$ cat src/rtl/booth_r4_seq_mult.sv
// Iterative radix-4 Booth multiplier: one Booth digit per clock into a shifting
// accumulator, signed/unsigned per operation, valid/ready on both sides.
module booth_r4_seq_mult #(
    parameter int N = 32
) (
    input  logic           clk,
    input  logic           rst_n,
    input  logic           flush,
    input  logic           in_valid,
    output logic           in_ready,
    input  logic [N-1:0]   A,
    input  logic [N-1:0]   B,
    input  logic           signed_mode,
    output logic           out_valid,
    input  logic           out_ready,
    output logic [2*N-1:0] P,
    output logic           O
);

    localparam int CW  = $clog2(N/2+2);
    localparam int AW  = N + 2;       // extended operand width
    localparam int SW  = N + 3;       // partial product / sum width
    localparam int ACW = 2*N + 4;     // accumulator width
    localparam logic [CW-1:0] LAST_DIGIT = CW'(N/2);

    typedef enum logic [1:0] {
        IDLE = 2'd0,
        CALC = 2'd1,
        DONE = 2'd2
    } state_t;

    state_t           state_q, state_d;
    logic [CW-1:0]    cnt_q, cnt_d;
    logic [AW-1:0]    a_q, a_d;
    logic [AW:0]      mpl_q, mpl_d;
    logic [ACW-1:0]   acc_q, acc_d;
    logic [2*N-1:0]   p_q, p_d;
    logic             o_q, o_d;
    logic             sgn_q, sgn_d;

    logic [AW-1:0]    a_ext, b_ext;
    logic [2:0]       digit;
    logic [SW-1:0]    pp_mag;
    logic             pp_neg;
    logic [SW-1:0]    acc_hi;
    logic [SW-1:0]    sum;
    logic [ACW:0]     acc_pre;
    logic [ACW-1:0]   acc_step;
    logic [2*N-1:0]   p_step;
    logic [N:0]       p_hi_s;
    logic             ovf_step;

    assign a_ext = signed_mode ? {{2{A[N-1]}}, A} : {2'b00, A};
    assign b_ext = signed_mode ? {{2{B[N-1]}}, B} : {2'b00, B};

    // Booth recoding of multiplier bits (2i+1, 2i, 2i-1).
    assign digit = mpl_q[2:0];

    always_comb begin
        // NOTE: every combinational output gets a default first so no path infers a latch.
        pp_mag = '0;
        pp_neg = 1'b0;
        case (digit)
            3'b001, 3'b010: pp_mag = {a_q[AW-1], a_q};
            3'b011:         pp_mag = {a_q, 1'b0};
            3'b100: begin
                pp_mag = {a_q, 1'b0};
                pp_neg = 1'b1;
            end
            3'b101, 3'b110: begin
                pp_mag = {a_q[AW-1], a_q};
                pp_neg = 1'b1;
            end
            default: ;
        endcase
    end

    // Sum is one bit wider than the register slice it replaces, so the
    // transient before the 2-bit shift cannot wrap; the shift drops that bit.
    assign acc_hi   = {acc_q[ACW-1], acc_q[ACW-1:N+2]};
    assign sum      = acc_hi + (pp_neg ? ~pp_mag : pp_mag) + SW'(pp_neg);
    assign acc_pre  = {sum, acc_q[N+1:0]};
    assign acc_step = ACW'($signed(acc_pre) >>> 2);

    assign p_step   = acc_step[2*N-1:0];
    assign p_hi_s   = p_step[2*N-1:N-1];
    assign ovf_step = sgn_q ? ~((&p_hi_s) | ~(|p_hi_s)) : (|p_step[2*N-1:N]);

    always_comb begin
        state_d = state_q;
        cnt_d   = cnt_q;
        a_d     = a_q;
        mpl_d   = mpl_q;
        acc_d   = acc_q;
        p_d     = p_q;
        o_d     = o_q;
        sgn_d   = sgn_q;

        if (flush) begin
            state_d = IDLE;
        end else begin
            case (state_q)
                IDLE: begin
                    if (in_valid) begin
                        a_d     = a_ext;
                        mpl_d   = {b_ext, 1'b0};
                        sgn_d   = signed_mode;
                        acc_d   = '0;
                        cnt_d   = '0;
                        state_d = CALC;
                    end
                end
                CALC: begin
                    acc_d = acc_step;
                    mpl_d = {2'b00, mpl_q[AW:2]};
                    cnt_d = cnt_q + CW'(1);
                    if (cnt_q == LAST_DIGIT) begin
                        p_d     = p_step;
                        o_d     = ovf_step;
                        state_d = DONE;
                    end
                end
                DONE: begin
                    if (out_ready) begin
                        state_d = IDLE;
                    end
                end
                default: state_d = IDLE;
            endcase
        end
    end

    always_ff @(posedge clk or negedge rst_n) begin
        if (!rst_n) begin
            state_q <= IDLE;
            cnt_q   <= '0;
            a_q     <= '0;
            mpl_q   <= '0;
            acc_q   <= '0;
            p_q     <= '0;
            o_q     <= 1'b0;
            sgn_q   <= 1'b0;
        end else begin
            // NOTE: non-blocking assignments keep every flop updating from pre-edge values.
            state_q <= state_d;
            cnt_q   <= cnt_d;
            a_q     <= a_d;
            mpl_q   <= mpl_d;
            acc_q   <= acc_d;
            p_q     <= p_d;
            o_q     <= o_d;
            sgn_q   <= sgn_d;
        end
    end

    assign in_ready  = (state_q == IDLE);
    assign out_valid = (state_q == DONE);
    assign P         = p_q;
    assign O         = o_q;

endmodule
$ cat config.mk
export PLATFORM = sky130hd
export DESIGN_NAME = booth_r4_seq_mult
export DESIGN_NICKNAME = d
export VERILOG_FILES = /design/src/rtl/booth_r4_seq_mult.sv
export SDC_FILE = /design/constraint.sdc
export NUM_CORES = 1
export LEC_CHECK = 0
export CORE_MARGIN = 4
export CORE_UTILIZATION = 61
export CTS_CLUSTER_DIAMETER = 200
export DETAILED_ROUTE_END_ITERATION = 10
export GPL_ROUTABILITY_DRIVEN = 0
export HOLD_SLACK_MARGIN = 0.02
export PLACE_DENSITY = 0.85
export SLEW_MARGIN = 20
export SYNTH_ARGS = -nofsm -noshare
export SYNTH_HDL_FRONTEND = slang
export SYNTH_SLANG_ARGS = --single-unit
$ cat constraint.sdc
create_clock -name clk -period 11 [get_ports clk]
set_clock_uncertainty 0.2 [all_clocks]
set_input_delay 1.1 -clock clk [delete_from_list [all_inputs] [get_ports clk]]
set_output_delay 1.1 -clock clk [all_outputs]
set_load 0.02 [all_outputs]
======== After elaboration in Yosys (flattened, before gate mapping) ========
Index checks and enable logic that the tools add are counted.
W data, S select, Z words.
storage, ports and cells
  flip-flop bits (word level) ............. 210
  bits of input ports ..................... 70
  output and inout bits ................... 67
operators by class
  $add $sub $neg .......................... 3
  equality and inequality tests ........... 13
  multiplexer cells ....................... 17
  bitwise logic cells ..................... 5
  reductions and logical operators ........ 12
operators with widths
  kind                   count
  $pmux W35 S2           2
  $pmux W68 S2           1
  $mux W35               2
  $mux W34               2
  $mux W68               1
  $add A35 B1 Y35        1
  $add A35 B35 Y35       1
  $not A35 Y35           1
  $reduce_and A33 Y1     1
  $reduce_or A33 Y1      1
  $reduce_or A32 Y1      1
  $reduce_and A3 Y1      4
  $pmux W5 S2            1
  $eq A3 B3 Y1 const B   3
  $mux W2                4
  $eq A3 B2 Y1 const B   2
  $ne A3 B3 Y1 const B   2
  $pmux W2 S3            1
  $add A5 B1 Y5 const B  1
  $eq A5 B5 Y1 const B   1
  $mux W5                1
  $reduce_or A4 Y1       1
  $eq A3 B1 Y1 const B   1
  $ne A3 B2 Y1 const B   1
  10 further kinds       13

======== Depth between registers and ports, before layout ========
Gate-level depths: netlist of run 1.
  depth in word-level cells ............... 12
  depth in mapped cells ................... 17
  mapped depth without buffers ............ 16

======== Worst setup path before layout of run 1 ========
No wires, ideal clock.
  kind .................................... register to register
  start point ............................. reg mpl_q[2]
  end point ............................... reg o_q, in the netlist O
  library setup time ...................... 0.138 ns
  arrival ................................. 4.093 ns
  data required time ...................... 10.662 ns
  path slack .............................. 6.569 ns
  cell stages (with the launch flop) ...... 17
  period minus slack after synthesis ...... 4.431 ns
  path through ............................ dfrtp_1 buf_1 clkbuf_1 xor2_1 a22oi_1 o21ai_0 ha_1 a21o_1 a21o_1 or2_4 xor2_2 or4_1 or4_1 nor4_1 nand4_1 o41ai_2 a21oi_1
between the ends
  word-level cells in the longest chain between the ends .. 12
  elaborated cells between the ends (all ways) .. 22
  classes of those cells .................. 2 x add/sub; 6 x eq/ne; 4 x mux; 4 x bitwise; 6 x reduce/logical
ends and longest elaborated chain
  item                                                                   line  source
  start: declaration                                                     35    logic [AW:0] mpl_q, mpl_d;
  start signal: assignment                                               148   mpl_q <= mpl_d;
  $eq A3 B3 Y1, or another cell as far along                             63    case (digit)
  $reduce_or A4 Y1 (no source line) or $reduce_or A2 Y1 (tied branches)  -
  $pmux W35 S2                                                           63
  $not A35 Y35                                                           81    assign sum = acc_hi + (pp_neg ? ~pp_mag : pp_mag) + SW'(pp_neg);
  $mux W35                                                               81
  $add A35 B35 Y35                                                       81
  $add A35 B1 Y35 *                                                      81
  $reduce_or A33 Y1                                                      87    assign ovf_step = sgn_q ? ~((&p_hi_s) | ~(|p_hi_s)) : (|p_step[2*N-1:N]);
  $not A1 Y1                                                             87
  $or A1 B1 Y1                                                           87
  $not A1 Y1                                                             87
  $mux W1 *                                                              87
  end signal: assignment                                                 141   o_q <= 1'b0;
  end signal: assignment                                                 151   o_q <= o_d;
  end: declaration                                                       38    logic o_q, o_d;
Mark *: on every way between the ends. The rest lies on a longest branch, timed or not.
A chain may end at the register's enable or synchronous reset.

======== Worst setup path after layout of run 1 ========
Ends and elaborated chain as after synthesis.

==> results of run 1 <==
-- per-layer routing --
layer	vias up	track usage, %
met3	53	4.01
met4	2	6.52
met5	-	0
li1	4324	-
met1	4487	39.5
met2	437	41.8
-- how the worst max path moves through the flow --
stage,end,slack (ps),cells past startpoint
6_report,O,5180,14
4_1_cts,O,5290,14
5_1_grt,O,4710,14
3_5_place_dp,O,5360,14
2_1_floorplan,O,6570,16
3_3_place_gp,O,5450,14
-- worst max-delay path, stage by stage (launching register included) --
cell and delay, ps:
dfrtp_2 990, nand2_1 780, o21ai_0 470, inv_1 100, fa_1 420, nand2b_1 200
a21oi_1 270, o21ai_1 160, a211oi_2 480, o221ai_1 230, xnor2_1 220, a2111oi_0 570
nand4_1 190, o41ai_2 320, a21oi_1 70
-- registers in the layout, indices dropped and copies added, names as in the netlist --
signal   flops
O            1
P           64
a_q         33
acc_q       65
cnt_q        5
mpl_q       34
sgn_q        1
state_q      2
-- final cells by class --
| type | count | area share (%) |
|---|---|---|
| sequential | 205 | 39.2 |
| tap | 225 | 2.15 |
| clock buffer | 29 | 4.57 |
| clock inverter | 7 | 0.967 |
| timing repair buffer | 145 | 11.0 |
| multi-input combinational | 866 | 41.4 |
| inverter | 25 | 0.718 |
-- placed cells by master, fill, tap and decap left out, types with 6 or more instances in the layout --
| cell type | count |
|---|---|
| nor3_1 | 6 |
| xnor2_1 | 19 |
| a222oi_1 | 10 |
| ha_1 | 37 |
| or3_1 | 7 |
| a211oi_1 | 6 |
| a22o_1 | 49 |
| xor2_1 | 43 |
| buf_4 | 8 |
| a21o_1 | 9 |
| o21ai_1 | 19 |
| a21oi_1 | 38 |
| inv_1 | 25 |
| clkdlybuf4s50_1 | 135 |
| o21ai_0 | 71 |
| a31oi_1 | 26 |
| mux2_2 | 35 |
| nand4_1 | 12 |
| nand2_1 | 256 |
| nor2b_1 | 8 |
| nand2b_1 | 14 |
| a22oi_1 | 31 |
| nor2_1 | 71 |
| dfrtp_1 | 204 |
| clkbuf_16 | 22 |
| nand3_1 | 13 |
-- through the flow --
step / area, µm² / total power, W / hold WS (ps) / cells / utilization [%]
6_report: 13100 / 0.00293 / 272 / 1502 / 75.3
5_1_grt: 13100 / 0.00308 / 295 / 1502 / 75.3
2_1_floorplan: 10900 / 0.00181 / 240 / 1164 / -
3_5_place_dp: 12300 / 0.00213 / 262 / 1466 / 71.1
3_3_place_gp: 12300 / 0.00210 / 256 / 1466 / 71.1
4_1_cts: 13100 / 0.00289 / 276 / 1502 / 75.3
-- report_power, final --
part	switching (W)	total, W	leakage (nW)	internal (W)
registers	0.000106	0.000969	2.68	0.000863
logic	0.000764	0.00121	3.00	0.000448
clock network	0.000295	0.000747	0.345	0.000451
total	0.00117	0.00293	6.03	0.00176
-- logic make-up (layout without fill, tap and decap cells) --
logic type | Yosys count | in the layout | share of synthesized area, %
xor+xnor | 64 | 64 | 5.23
compound gates | 302 | 302 | 18.8
buf+inv | 93 | 206 | 3.27
fa+ha+maj | 40 | 40 | 4.63
mux | 38 | 38 | 3.91
simple gates | 422 | 422 | 16.9
flops | 205 | 205 | 47.3
-- cell usage after synthesis, types with 4 or more instances --
cell,number
a2111oi_0,4
a31oi_1,26
clkbuf_1,58
xor2_1,44
nand3_1,13
ha_1,37
o211ai_1,5
a21oi_1,38
a222oi_1,10
buf_1,7
inv_1,25
o31ai_1,4
dfrtp_1,205
a21o_1,9
xnor2_1,19
nor3_1,6
o21a_1,4
and3_1,5
o21ai_1,20
a22o_1,49
a22oi_1,31
nand4_1,12
mux2_2,35
and2_1,5
or3_1,7
nand2_1,257
nor2_1,72
o21ai_0,71
nor4_1,4
a211oi_1,6
nor2b_1,8
nand2b_1,14
==> impl_metrics.json, run 1 <==
{
  "ctsHtreeMaxLevel": 1,
  "met2_length_mm": 12.4,
  "holdPathEnd": "P[25]",
  "synth_fp_nets": 1272,
  "yosysTopAreaCell": "dfrtp_1",
  "start_util_pct": 62.6,
  "row_count": 48,
  "fin_tns_setup_ps": 0,
  "antenna_found_initial": 1,
  "synth_edf_count": 0,
  "synth.distinct_cells": 68,
  "syn_to_final_growth_pct": 20.4,
  "async_flop_share_pct": 100,
  "ir_drop_mv": 0.137,
  "drc_errors": 0,
  "cts_hold_buf": 0,
  "cp_max_fo": 40,
  "p_per_area_nw_per_um2": 224,
  "hold_class": "flop to flop",
  "rr_worst_depth": 14,
  "cts_root_buf": "clkbuf_16",
  "r2r_end": "O",
  "min_period_ps": 5820,
  "outcome": "completed",
  "highest_layer": "met5",
  "drt-initial-drc-count": 896,
  "final-hold-violation-count": 0,
  "clk_pin_slew_ps": 60,
  "num_antenna_cells": 0,
  "clock.fmax_mhz": 172,
  "viasPerCell": 6.19,
  "post_cts_buffers": 0,
  "cts.sinks": 205,
  "grt_overflow": 0,
  "avgSynthCellArea_um2": 9.33,
  "multiInputGateArea_um2": 5410,
  "rsz0062_at_grt": "no",
  "totalWireLength_mm": 26.9,
  "worstHoldStart": "P[25]",
  "avgRoutedWirePerCell_um": 17.9,
  "synth_warnings": 0,
  "r2r-start": "mpl_q[2]",
  "synth_top_area_share_pct": 47.3,
  "grt_max_degree": 124,
  "fillers": 1255,
  "path_class": "flop to flop",
  "critPathLaunchType": "flop",
  "nets": 1373,
  "critPathLaunch": "mpl_q[2]",
  "max_cap_violations": 0,
  "finalCritPeriodShare_pct": 52.9,
  "grt_first_pass_wirelength_mm": 44.1,
  "power.leakage_nw": 6.03,
  "drt-met1-wl_mm": 11.6,
  "yosysSeqAreaShare_pct": 47.3,
  "port-buffer-count": 136,
  "dp.final_hpwl_mm": 18.3,
  "cts_inserted_buffers": 22,
  "clkLatencyLatePin_ps": 510,
  "synth_flop_cell": "dfrtp_1",
  "synth_seq_cells": 205,
  "dr_wl_met3_mm": 2.44,
  "cts_resized": 0,
  "synthCells": 1164,
  "fp.dieH_um": 141,
  "cts_tree": "built",
  "io_pins": 137,
  "fin_ws_ps": 5180,
  "drtPass1Iterations": 6,
  "die_area_um2": 20000,
  "gr-usage-all-layers_pct": 26.7,
  "finalMaxSlewViolations": 0,
  "ant_nets": 0,
  "cp-end-kind": "flop",
  "tightest_slew_ps": 1000,
  "setup_viol_count_final": 0,
  "ys_top_cells_by_area": "dfrtp_1 (47%), nand2_1 (8.9%), ha_1 (4.3%), a22o_1 (4.0%), mux2_2 (3.6%)",
  "fp.dieW_um": 141,
  "drive_above_1_share_pct": 7.28,
  "relSlewSlack_pct": 33.2,
  "pre_cts_slack_ps": 5360,
  "area.sequential_um2": 5130,
  "routed-via-count": 9303,
  "cp.arrival_ps": 5980,
  "max-clock-path-buffers": 3,
  "hold_depth": 2,
  "r2r_slack_ps": 5180,
  "core-area_um2": 17400,
  "cp.required_ps": 11170,
  "netlist_area_um2": 10900,
  "grt_pass1_vias": 8673
}
(Power assumes the default switching activity.)
==> run 2, diff against run 1 <==
--- a/config.mk
+++ b/config.mk
@@ -6,12 +6,12 @@
 export NUM_CORES = 1
 export LEC_CHECK = 0
 export CORE_MARGIN = 4
-export CORE_UTILIZATION = 61
+export CORE_UTILIZATION = 51
 export CTS_CLUSTER_DIAMETER = 200
 export DETAILED_ROUTE_END_ITERATION = 10
 export GPL_ROUTABILITY_DRIVEN = 0
 export HOLD_SLACK_MARGIN = 0.02
-export PLACE_DENSITY = 0.85
+export PLACE_DENSITY = 0.75
 export SLEW_MARGIN = 20
 export SYNTH_ARGS = -nofsm -noshare
 export SYNTH_HDL_FRONTEND = slang
==> constraint.sdc (replaced) <==
create_clock -name clk -period 4.86 [get_ports clk]
set_clock_uncertainty 0.2 [all_clocks]
set_input_delay 0.486 -clock clk [delete_from_list [all_inputs] [get_ports clk]]
set_output_delay 0.486 -clock clk [all_outputs]
set_load 0.02 [all_outputs]
==> run 2 against run 1 <==
Net effect:
- core utilization fell by 12 points
- sequential power increased by 120%
- sequential share of layout area decreased by 0.59 points
- total power increased by 130%
- critical endpoint unchanged
- register-to-register slack got worse by 4900 ps
- largest cell class unchanged
- first-iteration DRC count fell by 25%
- die area is 18% higher
- highest routed layer is now met4
- critical path depth did not move
- clock power is 120% higher
- worst setup slack got worse by 4900 ps
==> impl_metrics.json, run 2 (same netlist as run 1, synthesis figures left out) <==
{
  "outcome": "completed",
  "drc_errors": 0,
  "drive_above_1_share_pct": 8.42,
  "clockPowerShare_pct": 24.3,
  "critPathMaxStageDelay_ps": 560,
  "min_period_ps": 4580,
  "cp_max_fo": 28,
  "fin_tns_setup_ps": 0,
  "cts_inserted_buffers": 22,
  "grt_max_degree": 121,
  "r2r-start": "mpl_q[0]",
  "rr_worst_depth": 14,
  "path_delay_family": "compound AO/OA/AOI/OAI gates",
  "finalCritPeriodShare_pct": 94.1,
  "ant_nets": 0,
  "core-area_um2": 21000,
  "max-clock-path-buffers": 3,
  "hold_depth": 2,
  "finalMaxSlewViolations": 0,
  "sequentialPowerShare_pct": 32.2,
  "ir_drop_mv": 0.267,
  "ctsHtreeMaxLevel": 1,
  "p_per_area_nw_per_um2": 510,
  "switching_share_pct": 40.2,
  "port-buffer-count": 136,
  "pre_cts_slack_ps": 375,
  "holdPathEnd": "P[1]",
  "post_cts_buffers": 0,
  "fin_ws_ps": 285,
  "worstHoldStart": "acc_q[3]",
  "setup_viol_count_final": 0,
  "cp_num_cells": 14,
  "totalWireLength_mm": 27.7,
  "largest_reg_flops": 65,
  "fillers": 1797,
  "layout_commonest_cell": "nand2_1",
  "critical_path_buf_inv_count": 1,
  "path_class": "flop to flop",
  "final-hold-violation-count": 0,
  "r2r_end": "O",
  "clk_pin_slew_ps": 60,
  "grt_overflow": 0,
  "nets": 1389,
  "die_area_um2": 23700,
  "rsz0062_at_grt": "no",
  "power.leakage_nw": 6.11,
  "layout_common_cells": "nand2_1 (256), dfrtp_1 (204), clkdlybuf4s50_1 (135)",
  "cts_tree": "built",
  "viasPerCell": 5.83,
  "path_cells": "xor2_2, buf_4, a22oi_1, o21ai_0, ha_1, a21oi_1, o21ai_0, a211oi_1, o21bai_1, or3_1, a2111oi_1, nand4_1, o41ai_2, a21oi_1",
  "power_w": 0.00676,
  "fin_util_pct": 63.3,
  "holdWs_ps": 268,
  "r2r_slack_ps": 280,
  "avgRoutedWirePerCell_um": 17.6,
  "hold_class": "flop to flop",
  "dp.final_hpwl_mm": 19.4,
  "routed-via-count": 9148,
  "clock.fmax_mhz": 219,
  "fp.dieW_um": 154,
  "top_register": "acc_q",
  "io_pins": 137,
  "cp.arrival_ps": 4770,
  "cts.sinks": 205,
  "row_count": 53,
  "relSlewSlack_pct": 39.7,
  "clkLatencyLatePin_ps": 510,
  "syn_to_final_growth_pct": 22.3,
  "drtPass1Iterations": 6,
  "p_int_w": 0.00405,
  "grt_first_pass_wirelength_mm": 44.6,
  "gr-usage-all-layers_pct": 22.7,
  "antenna_found_initial": 0,
  "cp-end-kind": "flop",
  "tightest_slew_ps": 905,
  "fp.dieH_um": 154,
  "critPathLaunchType": "flop",
  "drt-initial-drc-count": 676,
  "cts_root_buf": "clkbuf_16",
  "cp.required_ps": 5050,
  "start_util_pct": 51.8,
  "comb_power_share_pct": 43.5,
  "crit_slowest_cell": "a2111oi_1",
  "grt_pass1_vias": 8625,
  "max_cap_violations": 0,
  "switching_power_w": 0.00272
}
[run 2: cell types whose count changed in the layout (fill, tap and decap cells not counted)]
cell	before	now
a211oi_4	0	1
clkbuf_8	3	6
dlygate4sd3_1	0	1
buf_6	1	0
bufinv_16	3	1
a2111oi_0	4	3
diode_2	0	1
buf_12	0	2
buf_4	8	22
a2111oi_1	0	1
a211oi_2	1	0
[run 2: layout make-up]
type	count	area, µm²	area share, %
inverters	25	93.8	0.707
clock buffers	32	638	4.81
clock inverters	5	66.3	0.500
repair buffers	161	1580	11.9
diodes	1	2.50	0.0189
well taps	275	344	2.59
multi-input cells	866	5420	40.8
flip-flops and latches	205	5130	38.7
[run 2: repair_timing]
| action | 4_1_cts | 5_1_grt |
|---|---|---|
| resized for setup | 0 | 2 |
| hold buffers | 1 | 0 |
| hold endpoints to repair | 85 | 0 |
| setup endpoints to repair | 0 | 1 |
[run 2: power groups by stage]
stage	clock, W	sequential, W	combinational, W
after floorplan	0	0.00212	0.00197
after CTS	0.00168	0.00217	0.00285
final	0.00164	0.00218	0.00294
after detailed placement	0	0.00220	0.00283
after global routing	0.00175	0.00221	0.00317
after global placement	0	0.00219	0.00277
[run 2: tightest hold or removal path, stage by stage (launching register included)]
cell	delay [ps]
dfrtp_1	340
nand2_1	50
nand2_1	50
[run 2: routing by layer]
layer,global-route usage (%),up-vias,routed length (µm),share of wire (%)
met5,0,-,0,0
met4,5.76,0,597,2.2
met3,3.52,51,2070,7.5
met2,34.1,314,12200,44
met1,34.7,4416,12800,46
li1,-,4367,-,-
[run 2: metrics by stage]
stage | area (µm²) | cells
3_3_place_gp | 12500 | 1531
5_1_grt | 13300 | 1569
2_1_floorplan | 10900 | 1164
4_1_cts | 13300 | 1569
3_5_place_dp | 12500 | 1531
6_report | 13300 | 1570
[run 2: how the worst max path moves through the flow]
stage / start / end / slack, ps
floorplan: mpl_q[2] / O / 430
global placement: mpl_q[0] / O / 440
detailed placement: mpl_q[1] / O / 370
global route: mpl_q[1] / O / 30
finish: mpl_q[0] / O / 280
CTS: mpl_q[1] / O / 360
==> run 3, diff against run 2 <==
--- a/config.mk
+++ b/config.mk
@@ -5,6 +5,7 @@
 export SDC_FILE = /design/constraint.sdc
 export NUM_CORES = 1
 export LEC_CHECK = 0
+export CORE_ASPECT_RATIO = 1.1
 export CORE_MARGIN = 4
 export CORE_UTILIZATION = 51
 export CTS_CLUSTER_DIAMETER = 200
==> run 3 against run 2 <==
Net effect:
- non-clock buffer count did not move
- final area rose by 0.82%
- final cell count grew 0.70%
- largest cell class unchanged
- largest power group unchanged
- highest routed layer unchanged
==> impl_metrics.json, run 3 (same netlist as run 1, synthesis figures left out) <==
{
  "hold_depth": 2,
  "hold_class": "flop to flop",
  "cp.required_ps": 5030,
  "final_cell_count_no_fill": 1581,
  "ctsHtreeMaxLevel": 1,
  "cts_root_buf": "clkbuf_16",
  "syn_to_final_growth_pct": 23.3,
  "r2r_end": "O",
  "grt_max_degree": 106,
  "io_pins": 137,
  "clock.fmax_mhz": 220,
  "critPathLaunchType": "flop",
  "final-hold-violation-count": 0,
  "finalMaxSlewViolations": 0,
  "drc_errors": 0,
  "cts_inserted_buffers": 22,
  "dp.final_hpwl_mm": 19.0,
  "power.leakage_nw": 6.15,
  "fin_ws_ps": 315,
  "clkLatencyLatePin_ps": 520,
  "fp.dieH_um": 161,
  "layout_common_cells": "nand2_1 (256), dfrtp_1 (204), clkdlybuf4s50_1 (135)",
  "rsz0062_at_grt": "no",
  "outcome": "completed",
  "post_cts_buffers": 0,
  "rr_worst_depth": 15,
  "routed-via-count": 9111,
  "gr-usage-all-layers_pct": 22.5,
  "drive_above_1_share_pct": 8.95,
  "path_class": "flop to flop",
  "totalWireLength_mm": 27.1,
  "avgRoutedWirePerCell_um": 17.1,
  "ant_nets": 0,
  "die_area_um2": 23700,
  "min_period_ps": 4540,
  "core-area_um2": 20800,
  "start_util_pct": 52.2,
  "holdPathEnd": "P[0]",
  "nets": 1389,
  "p_per_area_nw_per_um2": 515,
  "finalCritPeriodShare_pct": 93.5,
  "layout_commonest_cell": "nand2_1",
  "drt-initial-drc-count": 831,
  "cts.sinks": 205,
  "grt_overflow": 0,
  "grt_first_pass_wirelength_mm": 44.7,
  "port-buffer-count": 136,
  "relSlewSlack_pct": 32.3,
  "worstHoldStart": "acc_q[2]",
  "top_register": "acc_q",
  "dp.cells": 1541,
  "fin_tns_setup_ps": 0,
  "setup_viol_count_final": 0,
  "cp_max_fo": 39,
  "cp-end-kind": "flop",
  "fp.dieW_um": 147,
  "tightest_slew_ps": 1010,
  "max-clock-path-buffers": 3,
  "pre_cts_slack_ps": 232,
  "r2r-start": "mpl_q[2]",
  "row_count": 55,
  "antenna_found_initial": 0,
  "drtPass1Iterations": 5,
  "grt_pass1_vias": 8885,
  "cp.arrival_ps": 4710,
  "num_antenna_cells": 0,
  "cts_tree": "built",
  "ir_drop_mv": 0.304,
  "r2r_slack_ps": 320,
  "clk_pin_slew_ps": 70,
  "largest_reg_flops": 65,
  "viasPerCell": 5.76,
  "max_cap_violations": 0
}
run 3: cell types whose count changed in the layout (fill, tap and decap cells not counted), moves of 3 or more:
| cell | delta |
|---|---|
| bufinv_16 | +4 |
| clkbuf_1 | -3 |
| clkbuf_8 | -3 |
| clkinv_2 | +3 |
run 3: worst max path at each step:
stage                   from  endpoint  slack (ps)  cells after the start
floorplan           mpl_q[2]         O         430                     16
CTS                 mpl_q[1]         O         180                     16
global placement    mpl_q[1]         O         350                     15
detailed placement  mpl_q[1]         O         230                     16
global route        mpl_q[2]         O          40                     15
finish              mpl_q[2]         O         320                     15
run 3: worst max-delay path, stage by stage (launching register included):
cell	delay, ps
dfrtp_2	400
buf_12	240
nand2_1	200
buf_4	260
o21ai_0	200
ha_1	320
a21o_1	220
a21o_1	220
or2_4	280
xor2_2	170
or4_1	500
or4_1	400
nor4_1	260
nand4_1	150
o41ai_2	300
a21oi_1	70
run 3: timing repair:
| action | in CTS | in global routing |
|---|---|---|
| resized for setup | 0 | 3 |
| endpoints found under the setup margin | 0 | 1 |
| hold buffers | 1 | 0 |
| hold endpoints to repair | 102 | 0 |
run 3: metal layers:
metal | up-vias | GRT usage, % | part of all wire [%]
met5 | - | 0 | 0
met4 | 0 | 6.10 | 2.3
met3 | 53 | 3.20 | 6.8
met2 | 296 | 35.4 | 45
met1 | 4403 | 33.0 | 46
li1 | 4359 | - | -
run 3: cell type report:
cell class / count / area (µm²)
Sequential cell: 205 / 5130
Multi-Input combinational cell: 866 / 5420
Clock buffer: 26 / 586
Timing Repair Buffer: 161 / 1580
Clock inverter: 13 / 210
Inverter: 25 / 93.8
Fill cell: 1730 / 7400
Tap cell: 285 / 357
run 3: power breakdown:
| part | switching (W) | total (W) | internal (W) | leakage (nW) |
|---|---|---|---|---|
| Clock | 0.000697 | 0.00183 | 0.00113 | 0.386 |
| Combinational | 0.00177 | 0.00289 | 0.00111 | 3.08 |
| Sequential | 0.000218 | 0.00217 | 0.00195 | 2.68 |
run 3: metrics by stage:
stage	power (W)	utilization [%]	hold slack (ps)	cell area [µm²]
floorplan	0.00409	-	-9.59	10900
global placement	0.00493	60.4	256	12600
detailed placement	0.00498	60.4	262	12600
CTS	0.00684	64.3	276	13400
global route	0.00729	64.4	299	13400
finish	0.00689	64.4	270	13400
